[src/rtl/handshake_const_match_sink_pkg.sv]
// Shared constants and helpers for the constant-match sink and its flag FIFO.
package handshake_const_match_sink_pkg;

  localparam logic [1:0] OCC_EMPTY = 2'd0;
  localparam logic [1:0] OCC_ONE   = 2'd1;
  localparam logic [1:0] OCC_FULL  = 2'd2;

  // Increment that sticks at the all-ones value of a width-bit counter.
  function automatic logic [63:0] sat_inc(input logic [63:0] value, input int unsigned width);
    logic [63:0] max_value;
    if (width >= 32'd64) begin
      max_value = {64{1'b1}};
    end else begin
      max_value = (64'd1 << width) - 64'd1;
    end
    if (value >= max_value) begin
      sat_inc = max_value;
    end else begin
      sat_inc = value + 64'd1;
    end
  endfunction

endpackage

[src/rtl/handshake_flag_fifo2.sv]
// Two-slot elastic FIFO of 1-bit flags with valid/ready on both sides.
module handshake_flag_fifo2
  import handshake_const_match_sink_pkg::*;
(
  input  logic clk,
  input  logic rst,
  input  logic in_valid,
  output logic in_ready,
  input  logic in_flag,
  output logic out_valid,
  input  logic out_ready,
  output logic out_flag
);

  logic [1:0] occ;
  logic [1:0] occ_next;
  logic       head;
  logic       head_next;
  logic       tail;
  logic       tail_next;
  logic [1:0] flags;
  logic [1:0] flags_next;
  logic       ready;
  logic       ready_next;
  logic       push;
  logic       pop;

  assign push      = in_valid & ready;
  assign pop       = out_valid & out_ready;
  assign in_ready  = ready;
  assign out_valid = (occ != OCC_EMPTY);
  assign out_flag  = flags[head];

  // Next-state for occupancy, pointers, flag storage and the registered ready.
  always_comb begin
    occ_next   = occ;
    head_next  = head;
    tail_next  = tail;
    flags_next = flags;
    case ({push, pop})
      2'b10:   occ_next = (occ == OCC_EMPTY) ? OCC_ONE : OCC_FULL;
      2'b01:   occ_next = (occ == OCC_FULL) ? OCC_ONE : OCC_EMPTY;
      default: occ_next = occ;
    endcase
    if (pop) begin
      head_next = ~head;
    end else begin
      head_next = head;
    end
    if (push) begin
      tail_next         = ~tail;
      flags_next[tail]  = in_flag;
    end else begin
      tail_next  = tail;
      flags_next = flags;
    end
    // ready is a pure function of the next occupancy, never of in_valid directly
    ready_next = (occ_next != OCC_FULL);
  end

  // State register; ready stays low throughout reset and rises on the first edge after.
  always_ff @(posedge clk or negedge rst) begin
    if (!rst) begin
      occ   <= OCC_EMPTY;
      head  <= 1'b0;
      tail  <= 1'b0;
      flags <= 2'b00;
      ready <= 1'b0;
    end else begin
      occ   <= occ_next;
      head  <= head_next;
      tail  <= tail_next;
      flags <= flags_next;
      ready <= ready_next;
    end
  end

endmodule

[src/rtl/handshake_const_match_sink.sv]
// Consumes data tokens, compares each with a constant and emits a match-flag control token;
// tracks a saturating mismatch count and a sticky mismatch flag.
module handshake_const_match_sink
  import handshake_const_match_sink_pkg::*;
#(
  parameter int unsigned     DATA_WIDTH  = 32,
  parameter logic [31:0]     CONST_VALUE = 32'h000000EE,
  parameter int unsigned     COUNT_WIDTH = 16
) (
  input  logic                   clk,
  input  logic                   rst,
  input  logic [DATA_WIDTH-1:0]  ins,
  input  logic                   ins_valid,
  output logic                   ins_ready,
  output logic                   outs_valid,
  input  logic                   outs_ready,
  output logic                   outs_match,
  output logic [COUNT_WIDTH-1:0] mismatch_count,
  output logic                   mismatch_seen
);

  localparam logic [DATA_WIDTH-1:0] MATCH_VALUE = DATA_WIDTH'(CONST_VALUE);

  logic                   is_match;
  logic                   accept;
  logic [COUNT_WIDTH-1:0] count_next;
  logic                   seen_next;

  assign is_match = (ins == MATCH_VALUE);
  assign accept   = ins_valid & ins_ready;

  handshake_flag_fifo2 u_fifo (
    .clk       (clk),
    .rst       (rst),
    .in_valid  (ins_valid),
    .in_ready  (ins_ready),
    .in_flag   (is_match),
    .out_valid (outs_valid),
    .out_ready (outs_ready),
    .out_flag  (outs_match)
  );

  // Statistics only move on an accepted mismatch, so ins is don't-care while ins_valid is low.
  always_comb begin
    count_next = mismatch_count;
    seen_next  = mismatch_seen;
    if (accept && !is_match) begin
      count_next = COUNT_WIDTH'(sat_inc(64'(mismatch_count), COUNT_WIDTH));
      seen_next  = 1'b1;
    end else begin
      count_next = mismatch_count;
      seen_next  = mismatch_seen;
    end
  end

  // Statistics registers.
  always_ff @(posedge clk or negedge rst) begin
    if (!rst) begin
      mismatch_count <= {COUNT_WIDTH{1'b0}};
      mismatch_seen  <= 1'b0;
    end else begin
      mismatch_count <= count_next;
      mismatch_seen  <= seen_next;
    end
  end

endmodule

[config.mk]
export PLATFORM = sky130hd
export DESIGN_NAME = handshake_const_match_sink
export DESIGN_NICKNAME = d
export VERILOG_FILES = /design/src/rtl/handshake_const_match_sink_pkg.sv /design/src/rtl/handshake_flag_fifo2.sv /design/src/rtl/handshake_const_match_sink.sv
export SDC_FILE = /design/constraint.sdc
export NUM_CORES = 1
export LEC_CHECK = 0
export ABC_AREA = 1
export BUFFER_PORTS_ARGS = -buffer_cell sky130_fd_sc_hd__buf_2
export CAP_MARGIN = 10
export CORE_UTILIZATION = 52
export CTS_BUF_LIST = sky130_fd_sc_hd__clkbuf_4 sky130_fd_sc_hd__clkbuf_8
export DETAILED_ROUTE_END_ITERATION = 8
export PLACE_DENSITY = 0.82
export SLEW_MARGIN = 0
export SYNTH_ARGS = -nofsm -noshare
export SYNTH_HDL_FRONTEND = slang
export SYNTH_SLANG_ARGS = --single-unit
[constraint.sdc]
create_clock -name clk -period 1.9 [get_ports clk]
set_input_delay 0.095 -clock clk [delete_from_list [all_inputs] [get_ports clk]]
set_output_delay 0.095 -clock clk [all_outputs]
set_load 0.05 [all_outputs]
==> results.json, run 1 <==
{
  "die-area_mm2": 0.00338,
  "n_fill_cell": 274,
  "yosysTopAreaCellShare_pct": 36.7,
  "crit_type": "flop to flop",
  "hold_class": "input pin to flop",
  "critPathMaxFanout": 4,
  "antenna_found_initial": 0,
  "cp.required_ns": 2.10,
  "syn-cell-area_mm2": 0.00164,
  "crit_arrival_ns": 1.88,
  "viasPerCell": 4.72,
  "core_mm2": 0.00288,
  "slowest_stage": "dfrtp_1",
  "yosysTopAreaCell": "dfrtp_1",
  "fin_crit_sh_pct": 88.3,
  "tns_ns": 0,
  "cp-start-kind": "flop",
  "syn-mean-instance-area_um2": 6.68,
  "r2r_end": "u_fifo.in_ready",
  "synth_edf_count": 0,
  "grt_util_all_layers_pct": 22.9,
  "tightest_slew_ns": 0.535,
  "worstPathCellList": "nor2_1 > inv_1 > nand2_1 > inv_1 > ha_1 > inv_1 > nand2_1 > o21ai_1 > o211ai_1",
  "gr-total-overflow": 0,
  "seq_area_um2": 601,
  "hpwlAfterDp_um": 2580,
  "drtAntennaViolNets": 0,
  "multi_input_area_um2": 908,
  "insertion_delay_ns": 0.32,
  "num_rows": 19,
  "status": "completed",
  "rr_startpoint": "u_fifo.occ[1]",
  "async_reset_ff_share_pct": 100,
  "drt_pass1_iterations": 4,
  "cts_buffer_depth": 2,
  "htreeDepth": 1,
  "port_buffers": 55,
  "ir_drop_v": 0.000694,
  "chipWidth_um": 58.1,
  "drv_cap": 0,
  "cellPowerDensity_mw_per_mm2": 886,
  "r2r_setup_slack_ns": 0.22,
  "clk_pin_slew_worst_paths_ns": 0.12,
  "setup_viol": 0,
  "p_leak_nw": 1.14,
  "synth_seq_cells": 24,
  "synthFlopType": "dfrtp_1",
  "fin_crit_ns": 1.68,
  "syn_nets": 284,
  "ys_top_cells_by_area": "dfrtp_1 (37%), nand2_1 (25%), nor2_1 (7.3%), inv_1 (5.5%), nand3_1 (3.4%)",
  "io_pins": 56,
  "holdCritStartpoint": "outs_ready",
  "slew_headroom_pct": 64.3,
  "slew_violations": 0,
  "start_util_pct": 56.9,
  "drive_gt1_share_pct": 26.2,
  "layout.nets": 343,
  "num_antenna_cells": 0,
  "r2r_cells": 9,
  "synthCells": 245,
  "yosysWarnings": 0,
  "final_util_pct": 68.5,
  "tritoncts": "yes",
  "yosysSeqAreaShare_pct": 36.7,
  "grt_pass1_wl_um": 6070,
  "die_h_um": 58.1,
  "syn_to_final_growth_pct": 20.4,
  "hold_end": "u_fifo.head",
  "place_congestion": 0.787,
  "skew_ns": 0.00606,
  "root_buffer": "clkbuf_4",
  "cts.sinks": 24,
  "grt_pass1_vias": 1474,
  "cpPeakStageDelay_ns": 0.41,
  "avgRoutedWirePerCell_um": 9.79,
  "yosysUniqueCellTypes": 21,
  "cts_buffers": 3,
  "drt_iter0_markers": 64,
  "cp-startpoint": "u_fifo.occ[1]",
  "num_vias": 1624,
  "endpoint_kind": "flop",
  "cts_setup_buffers": 0,
  "grt_max_degree": 25,
  "wl_um": 3370,
  "drc": 0,
  "fmax_ghz": 0.596,
  "timing.critical_path.mode_cell": "inv_1",
  "holdPathStages": 3,
  "rsz0062_at_grt": "no",
  "hold_viol": 0
}
## state kept, by name, indices dropped and copies added (netlist names)
register	cells
mismatch_count	16
u_fifo.in_ready	1
u_fifo.flags	2
u_fifo.occ	2
mismatch_seen	1
u_fifo.tail	1
u_fifo.head	1
## cells in the mapped netlist, types with 2 or more instances
cell and instances:
or2_2 2, nand2_1 109, nor2_4 2, dfrtp_1 24
buf_6 3, nand3_2 4, nand4_1 4, nand2_2 6
o21ai_0 6, nor2_1 32, inv_1 24, nor2_2 4
nand3_1 11, xnor2_1 2, ha_1 3, xor2_1 4
## logic make-up (layout without fill, tap and decap cells)
family	Yosys count	in the layout	synth area share, %
xor+xnor	6	6	3.21
simple gates	176	176	47.4
flops	24	24	36.7
fa+ha+maj	3	3	2.29
buf+inv	28	85	7.80
compound gates	8	8	2.60
## worst max-delay path, delay by kind of cell (launching register included)
kind	cells	cell delay, ns
AOI/OAI and AO/OA	2	0.28
adders and majority gates	1	0.28
buffers and inverters	3	0.23
DFF	1	0.41
and+or+nand+nor	3	0.36
## worst max path at each step
stage / end / cells past startpoint
2_1_floorplan: u_fifo.in_ready / 9
3_3_place_gp: u_fifo.in_ready / 9
3_5_place_dp: u_fifo.in_ready / 9
4_1_cts: u_fifo.in_ready / 9
5_1_grt: u_fifo.in_ready / 9
6_report: u_fifo.in_ready / 9
## stage by stage
step / cell area [um2] / std cells / total power [W] / setup WS [ns] / hold WS (ns)
floorplan: 1640 / 245 / 0.00135 / 0.0940 / -0.201
global placement: 1940 / 340 / 0.00152 / 0.263 / 0.105
detailed placement: 1940 / 340 / 0.00153 / 0.189 / 0.105
CTS: 1970 / 344 / 0.00176 / 0.165 / 0.0741
global route: 1970 / 344 / 0.00187 / 0.0293 / 0.0892
finish: 1970 / 344 / 0.00175 / 0.223 / 0.0770
## placed cells by master (no fill, tap or decap)
master and n:
nand2_1 109, buf_2 55, nor2_1 32, inv_1 24
dfrtp_1 24, nand3_1 11, nand2_2 6, o21ai_0 5
xor2_1 4, nand4_1 4, nor2_2 4, nand3_2 4
ha_1 3, clkbuf_4 3, o21ai_1 2, or2_2 2
nor2_4 2, xnor2_1 2, o211ai_1 1, inv_2 1
nand4_4 1, nand3b_1 1, dlygate4sd3_1 1, buf_4 1
## cell type report
class,count,share of cell area [%]
Multi-Input combinational cell,193,46.1
Inverter,25,4.76
Timing Repair Buffer,57,14.9
Sequential cell,24,30.5
Clock buffer,3,1.14
Tap cell,42,2.67
## power by group
group,switching (W),total [W],leakage [nW],internal [W]
Clock,0.000149,0.000224,0.0138,0.0000743
Combinational,0.000567,0.000807,0.814,0.000241
Sequential,0.000107,0.000715,0.313,0.000608
## what timing repair did
action | 4_1_cts | 5_1_grt
hold buffers | 1 | 0
gates resized for setup | 0 | 1
setup endpoints to repair | 0 | 1
hold endpoints to repair | 24 | 0
## routing by layer
metal	vias to the layer above	global-route usage, %	wire, um
li1	870	-	-
met1	720	28.6	1590
met2	29	39.9	1630
met3	5	5.36	120
met4	0	6.12	24
met5	-	0	0
Note: power is estimated with default switching activity, not from simulation.
==> inputs of run 2 (changes only) <==
--- a/config.mk
+++ b/config.mk
@@ -8,11 +8,13 @@
 export ABC_AREA = 1
 export BUFFER_PORTS_ARGS = -buffer_cell sky130_fd_sc_hd__buf_2
 export CAP_MARGIN = 10
+export CORE_ASPECT_RATIO = 0.6
 export CORE_UTILIZATION = 52
 export CTS_BUF_LIST = sky130_fd_sc_hd__clkbuf_4 sky130_fd_sc_hd__clkbuf_8
 export DETAILED_ROUTE_END_ITERATION = 8
 export PLACE_DENSITY = 0.82
-export SLEW_MARGIN = 0
+export SLEW_MARGIN = 10
 export SYNTH_ARGS = -nofsm -noshare
 export SYNTH_HDL_FRONTEND = slang
+export SYNTH_HIERARCHICAL = 1
 export SYNTH_SLANG_ARGS = --single-unit
==> run 2 against run 1 <==
  * Combinational power up 15%
  * Count of clock-buffer cells in the layout increased by 1
  * First-iteration DRC count rose by 140%
  * Via count rose by 3.1%
  * Utilization up 0.45 points
  * Flip-flop and latch count did not move
  * Clock skew decreased by 0.0052 ns
  * Clock power increased by 58%
  * Synthesized cell count decreased by 0.41%
  * Worst setup slack improved by 0.066 ns
  * Critical path type unchanged
==> results.json, run 2 <==
{
  "status": "completed",
  "grt_pass1_vias": 1492,
  "tightest_slew_ns": 0.532,
  "io_pins": 56,
  "rsz0062_at_grt": "no",
  "tns_ns": 0,
  "crit_arrival_ns": 1.83,
  "cpPeakStageDelay_ns": 0.48,
  "yosysTopAreaCellShare_pct": 36.1,
  "yosysWarnings": 6,
  "layout.nets": 342,
  "ys_top_cells_by_area": "dfrtp_1 (36%), nand2_1 (23%), nor2_1 (7.0%), inv_1 (5.0%), nand3_1 (4.2%)",
  "root_buffer": "clkbuf_8",
  "skew_ns": 0.000822,
  "cp_num_cells": 9,
  "fin_crit_sh_pct": 84.8,
  "r2r_cells": 9,
  "r2r_setup_slack_ns": 0.29,
  "drtAntennaViolNets": 0,
  "cts_buffers": 3,
  "chipWidth_um": 75.0,
  "synth_seq_cells": 24,
  "cts_buffer_depth": 2,
  "slew_headroom_pct": 64.5,
  "num_rows": 15,
  "yosysSeqAreaShare_pct": 36.1,
  "num_vias": 1675,
  "core_mm2": 0.00295,
  "slowest_stage": "dfrtp_1",
  "syn_nets": 283,
  "grt_max_degree": 25,
  "cts_setup_buffers": 0,
  "top_regs": "mismatch_count (16), u_fifo/flags (2), u_fifo/occ (2)",
  "drt_pass1_iterations": 4,
  "setup_viol": 0,
  "gr-total-overflow": 0,
  "syn-cell-area_mm2": 0.00166,
  "synthTopCellsByCount": "nand2_1 (103), nor2_1 (31), dfrtp_1 (24)",
  "yosysUniqueCellTypes": 25,
  "largest_reg_flops": 16,
  "cp.required_ns": 2.12,
  "ir_drop_v": 0.000756,
  "post_cts_resized": 0,
  "hpwlAfterDp_um": 2860,
  "top_register": "mismatch_count",
  "start_util_pct": 56.5,
  "critPathMaxFanout": 13,
  "insertion_delay_ns": 0.27,
  "tritoncts": "yes",
  "holdPathStages": 4,
  "timing.critical_path.mode_cell": "nand2_1",
  "antenna_found_initial": 0,
  "cp-start-kind": "flop",
  "rr_startpoint": "mismatch_count[0]",
  "clk_pin_slew_worst_paths_ns": 0.08,
  "avgRoutedWirePerCell_um": 11.2,
  "drc": 0,
  "r2r_end": "mismatch_count[13]",
  "slew_violations": 0,
  "drv_cap": 0,
  "postLayoutCellArea_mm2": 0.00203,
  "fmax_ghz": 0.621,
  "crit_type": "flop to flop",
  "p_leak_nw": 1.14,
  "viasPerCell": 4.87,
  "num_antenna_cells": 0,
  "hold_class": "input pin to flop",
  "port_buffers": 55,
  "endpoint_kind": "flop",
  "synthCells": 244,
  "endpoint": "mismatch_count[13]",
  "synthFlopType": "dfrtp_1",
  "cellPowerDensity_mw_per_mm2": 997,
  "fin_crit_ns": 1.61,
  "place_area_mm2": 0.00197,
  "syn-mean-instance-area_um2": 6.82,
  "hold_viol": 0,
  "htreeDepth": 1,
  "die_h_um": 45.8,
  "n_fill_cell": 265,
  "mostFrequentLayoutCells": "nand2_1 (103), buf_2 (55), nor2_1 (31)",
  "die-area_mm2": 0.00344,
  "yosysTopAreaCell": "dfrtp_1",
  "wl_um": 3860,
  "grt_util_all_layers_pct": 25.7,
  "synth_most_common_cell": "nand2_1",
  "syn_to_final_growth_pct": 22.1,
  "worstPathCellList": "ha_1 > inv_1 > nor2_4 > nand2_2 > clkinv_2 > nand3_4 > nand3_1 > nand2_1 > nand2_1",
  "cp-startpoint": "mismatch_count[0]",
  "grt_pass1_wl_um": 6470,
  "synth_edf_count": 0,
  "drt_iter0_markers": 151,
  "layout_commonest_cell": "nand2_1",
  "cts.sinks": 24,
  "path_delay_family": "simple AND/OR/NAND/NOR gates",
  "place_congestion": 0.860,
  "cp_num_buf_inv": 2,
  "drive_gt1_share_pct": 28.5,
  "async_reset_ff_share_pct": 100
}
[run 2: cell count changes after synthesis, moves of 3 or more]
cell | before | now
nand2_1 | 109 | 103
nand2_2 | 6 | 11
nand3_1 | 11 | 14
nand4_1 | 4 | 7
o21ai_0 | 6 | 1
[run 2: final cells by class]
cell class,instances,area [um2],area share (%)
flip-flops and latches,24,601,29.6
clock buffers,4,55.1,2.71
inverters,26,104,5.11
repair buffers,57,293,14.4
well taps,42,52.6,2.59
multi-input cells,191,927,45.6
[run 2: power by group]
part           total [W]  leakage (nW)  switching (W)  internal [W]
logic           0.000925         0.793       0.000644      0.000281
clock network   0.000355        0.0288       0.000170      0.000185
registers       0.000746         0.314       0.000134      0.000613
[run 2: worst min path at each step]
stage | startpoint | end
2_1_floorplan | rst | mismatch_count[0]
3_3_place_gp | rst | mismatch_count[13]
3_5_place_dp | rst | mismatch_count[15]
4_1_cts | outs_ready | u_fifo/head
5_1_grt | outs_ready | u_fifo/head
6_report | outs_ready | u_fifo/head
[run 2: metrics by stage]
| step | power (W) | hold WS (ns) | worst slack, ns | util (%) | cells |
|---|---|---|---|---|---|
| 2_1_floorplan | 0.00146 | -0.201 | 0.125 | - | 244 |
| 4_1_cts | 0.00203 | 0.130 | 0.285 | 69.0 | 344 |
| 3_3_place_gp | 0.00166 | 0.114 | 0.400 | 66.8 | 339 |
| 3_5_place_dp | 0.00167 | 0.106 | 0.310 | 66.8 | 339 |
| 6_report | 0.00203 | 0.131 | 0.289 | 69.0 | 344 |
| 5_1_grt | 0.00219 | 0.137 | 0.170 | 69.0 | 344 |
[run 2: logic make-up (layout without fill, tap and decap cells)]
logic type,after synthesis,count (layout),synth area share [%]
simple gates,176,176,47.3
buf+inv,29,87,8.20
flops,24,24,36.1
xor+xnor,7,7,3.68
compound gates,5,5,2.48
fa+ha+maj,3,3,2.26
[run 2: repair_timing]
action / in CTS / in global routing
endpoints found under the setup margin: 0 / 0
hold buffers: 1 / 0
endpoints found under the hold margin: 24 / 0
[run 2: worst reg2reg max path, stage by stage (launching register included)]
cell      delay (ns)
dfrtp_1         0.48
ha_1            0.26
inv_1           0.09
nor2_4          0.15
nand2_2         0.10
clkinv_2        0.07
nand3_4         0.15
nand3_1         0.14
nand2_1         0.06
nand2_1         0.06
[run 2: per-layer routing]
metal  GRT usage (%)  vias to the layer above  wire length [um]
met5               0                        -                 0
met4            7.17                        0                32
met3            5.97                        5               304
met2            42.0                       72              1610
met1            34.5                      734              1910
li1                -                      864                 -
==> inputs of run 3 (changes only) <==
--- a/config.mk
+++ b/config.mk
@@ -5,14 +5,14 @@
 export SDC_FILE = /design/constraint.sdc
 export NUM_CORES = 1
 export LEC_CHECK = 0
-export ABC_AREA = 1
+export ABC_AREA = 0
 export BUFFER_PORTS_ARGS = -buffer_cell sky130_fd_sc_hd__buf_2
 export CAP_MARGIN = 10
 export CORE_ASPECT_RATIO = 0.6
-export CORE_UTILIZATION = 52
+export CORE_UTILIZATION = 49
 export CTS_BUF_LIST = sky130_fd_sc_hd__clkbuf_4 sky130_fd_sc_hd__clkbuf_8
 export DETAILED_ROUTE_END_ITERATION = 8
-export PLACE_DENSITY = 0.82
+export PLACE_DENSITY = 0.81
 export SLEW_MARGIN = 10
 export SYNTH_ARGS = -nofsm -noshare
 export SYNTH_HDL_FRONTEND = slang
==> constraint.sdc (replaced) <==
create_clock -name clk -period 1.5 [get_ports clk]
set_input_delay 0.075 -clock clk [delete_from_list [all_inputs] [get_ports clk]]
set_output_delay 0.075 -clock clk [all_outputs]
set_load 0.05 [all_outputs]
==> run 3 against run 2 <==
  * The flow now finishes with violations (negative setup slack)
  * Synthesized area fell by 18%
  * Sequential power rose by 45%
  * Largest cell class unchanged
  * Utilization rose by 17 points
  * Flip-flop and latch count did not move
  * Total power rose by 69%
  * Clock power rose by 63%
  * Critical endpoint is now mismatch_count[11]
  * Global-route usage rose by 5.4 points
  * Cell count fell by 25%
  * Worst hold slack improved by 0.041 ns
==> results.json, run 3 <==
{
  "hold_viol": 0,
  "gr-total-overflow": 0,
  "crit_type": "flop to flop",
  "r2r_end": "mismatch_count[11]",
  "grt_util_met3_pct": 7.36,
  "yosysWarnings": 6,
  "synthCells": 131,
  "syn_to_final_growth_pct": 63.4,
  "num_vias": 1534,
  "num_rows": 14,
  "yosysTopAreaCellShare_pct": 44.2,
  "viasPerCell": 5.97,
  "start_util_pct": 52.8,
  "holdCritStartpoint": "ins_valid",
  "combPwrFrac_pct": 51.7,
  "grt_util_all_layers_pct": 31.1,
  "rr_startpoint": "mismatch_count[0]",
  "yosysUniqueCellTypes": 46,
  "antenna_found_initial": 0,
  "grt_pass1_vias": 1441,
  "drtAntennaViolNets": 0,
  "async_reset_ff_share_pct": 100,
  "grt_max_degree": 25,
  "core_mm2": 0.00257,
  "avgRoutedWirePerCell_um": 20.2,
  "drv_cap": 0,
  "drc": 0,
  "setup_viol": 16,
  "root_buffer": "clkbuf_8",
  "hpwlAfterDp_um": 3030,
  "grt-busiest-layer": "met2",
  "layout_commonest_cell": "buf_2",
  "holdPathStages": 3,
  "netSwitchingFraction_pct": 43.8,
  "die-area_mm2": 0.00300,
  "slew_violations": 0,
  "ir_drop_v": 0.00139,
  "place_ws_ns": -0.302,
  "p_leak_nw": 1.04,
  "cellPowerDensity_mw_per_mm2": 1540,
  "yosysTopAreaCell": "dfrtp_1",
  "violations": "negative setup slack",
  "mostFrequentLayoutCells": "buf_2 (55), buf_4 (33), nand2_1 (12), dfrtp_2 (12), dfrtp_1 (12)",
  "fmax_ghz": 0.550,
  "slowest_stage": "dfrtp_2",
  "yosysSeqAreaShare_pct": 44.2,
  "postLayoutCellArea_mm2": 0.00222,
  "r2r_setup_slack_ns": -0.32,
  "endpoint_kind": "flop",
  "synthTopCellsByCount": "dfrtp_1 (24), nand2_1 (13), mux2_2 (8), nand3_1 (8), nand4_1 (6)",
  "num_antenna_cells": 0,
  "crit_arrival_ns": 2.01,
  "synth_most_common_cell": "dfrtp_1",
  "hold_end": "u_fifo/flags[0]",
  "synth_edf_count": 0,
  "syn-cell-area_mm2": 0.00136,
  "skew_ns": 0.0114,
  "largest_reg_flops": 16,
  "cp.required_ns": 1.69,
  "drt_pass1_iterations": 4,
  "syn-mean-instance-area_um2": 10.4,
  "tritoncts": "yes",
  "synthFlopType": "dfrtp_1",
  "rsz0062_at_grt": "yes",
  "cpPeakStageDelay_ns": 0.44,
  "place_area_mm2": 0.00192,
  "netSwitchingPower_w": 0.00150,
  "insertion_delay_ns": 0.28,
  "place_congestion": 0.833,
  "clk_pin_slew_worst_paths_ns": 0.09,
  "syn_nets": 170,
  "tightest_slew_ns": 0.548,
  "port_buffers": 55,
  "status": "finished, violations left",
  "top_regs": "mismatch_count (16), u_fifo/flags (2), u_fifo/occ (2)",
  "cts_buffers": 3,
  "total_power_w": 0.00343,
  "cts.sinks": 24,
  "worstPathCellList": "ha_4 > and4_4 > nand3_4 > buf_4 > nor3_4 > nor2b_1 > a41oi_1",
  "chipWidth_um": 70.0,
  "fin_crit_sh_pct": 121,
  "htreeDepth": 1,
  "slew_headroom_pct": 63.4,
  "drive_gt1_share_pct": 64.9,
  "synth_seq_cells": 24,
  "die_h_um": 42.8,
  "seqPwrFrac_pct": 31.4,
  "io_pins": 56,
  "cp-start-kind": "flop",
  "layout.nets": 265,
  "setup_ws_ns": -0.319,
  "critPathMaxFanout": 4,
  "ys_top_cells_by_area": "dfrtp_1 (44%), mux2_2 (6.6%), nand2_1 (3.6%), o22a_1 (3.2%), nand3_1 (2.9%)",
  "hold_class": "input pin to flop",
  "grt_use_met2_pct": 49.6,
  "top_register": "mismatch_count",
  "clkPwrFrac_pct": 16.9,
  "grt_use_met1_pct": 40.1,
  "grt_pass1_wl_um": 7130,
  "wl_um": 5180,
  "fin_crit_ns": 1.82,
  "r2r_cells": 7,
  "p_int_w": 0.00193,
  "cts_buffer_depth": 2,
  "drt_iter0_markers": 104
}
## run 3: cell count changes after synthesis, sizes merged, moves of 3 or more
cell   delta
o22a      +5
nor4      +5
or2       +3
a21oi     +4
nand3     -7
mux2     +10
inv      -20
nand2   -102
xor2      -4
and3      +4
nor2     -31
## run 3: worst max-delay path by stage
stage	depth (start not counted)	startpoint	end	slack [ns]
global route	7	mismatch_count[0]	mismatch_count[11]	-0.39
finish	7	mismatch_count[0]	mismatch_count[11]	-0.32
CTS	6	mismatch_count[0]	mismatch_count[3]	-0.16
detailed placement	6	ins[16]	mismatch_count[9]	-0.30
global placement	6	ins[24]	mismatch_count[9]	-0.23
floorplan	7	mismatch_count[0]	mismatch_count[3]	-0.36
## run 3: power groups by stage
| stage | Clock, W | Combinational [W] | Sequential [W] |
|---|---|---|---|
| floorplan | 0 | 0.000469 | 0.00137 |
| global placement | 0 | 0.00139 | 0.000993 |
| detailed placement | 0 | 0.00144 | 0.00101 |
| CTS | 0.000575 | 0.00153 | 0.00102 |
| global route | 0.000599 | 0.00185 | 0.00107 |
| finish | 0.000580 | 0.00177 | 0.00108 |
## run 3: layout make-up
type / instances / area [um2]
inverter: 4 / 15.0
sequential: 24 / 616
multi-input combinational: 101 / 913
timing repair buffer: 92 / 567
fill: 129 / 353
tap: 32 / 40.0
clock inverter: 1 / 30.0
clock buffer: 3 / 41.3
## run 3: repair_timing
item / CTS / global route
hold buffers: 1 / 0
pin swaps: 14 / 5
cloned: 1 / 0
setup buffers: 1 / 4
gates resized for setup: 21 / 16
setup endpoints to repair: 16 / 18
endpoints found under the hold margin: 24 / 0
## run 3: logic make-up after synthesis
family / after synthesis / synth area share [%]
flops: 24 / 44.2
buf+inv: 7 / 2.57
simple gates: 61 / 27.5
mux: 11 / 9.02
fa+ha+maj: 3 / 2.76
xor+xnor: 2 / 1.29
compound gates: 23 / 12.7
## run 3: stage by stage
stage                     hold WS [ns]  util (%)  TNS, ns  cells
after floorplan                 -0.221         -    -3.99    131
after global placement          0.0831      74.6    -2.90    246
after detailed placement        0.0822      74.6    -4.09    246
after CTS                       0.0942      82.0    -1.49    253
after global routing             0.194      86.3    -3.31    257
final                            0.172      86.3    -2.81    257
## run 3: worst max-delay path: cells and delay by family, from the launching register on
kind / cells / cell delay [ns]
flops: 1 / 0.44
compound gates: 1 / 0.27
simple gates: 4 / 0.69
buf+inv: 1 / 0.17
fa+ha+maj: 1 / 0.15
## run 3: layer usage
layer  routed length, um  up-vias  share of wire [%]
met5                   0        -                  0
met4                 172        0                3.3
met3                 376       23                7.3
met2                2470      100                 48
met1                2160      724                 42
li1                    -      687                  -
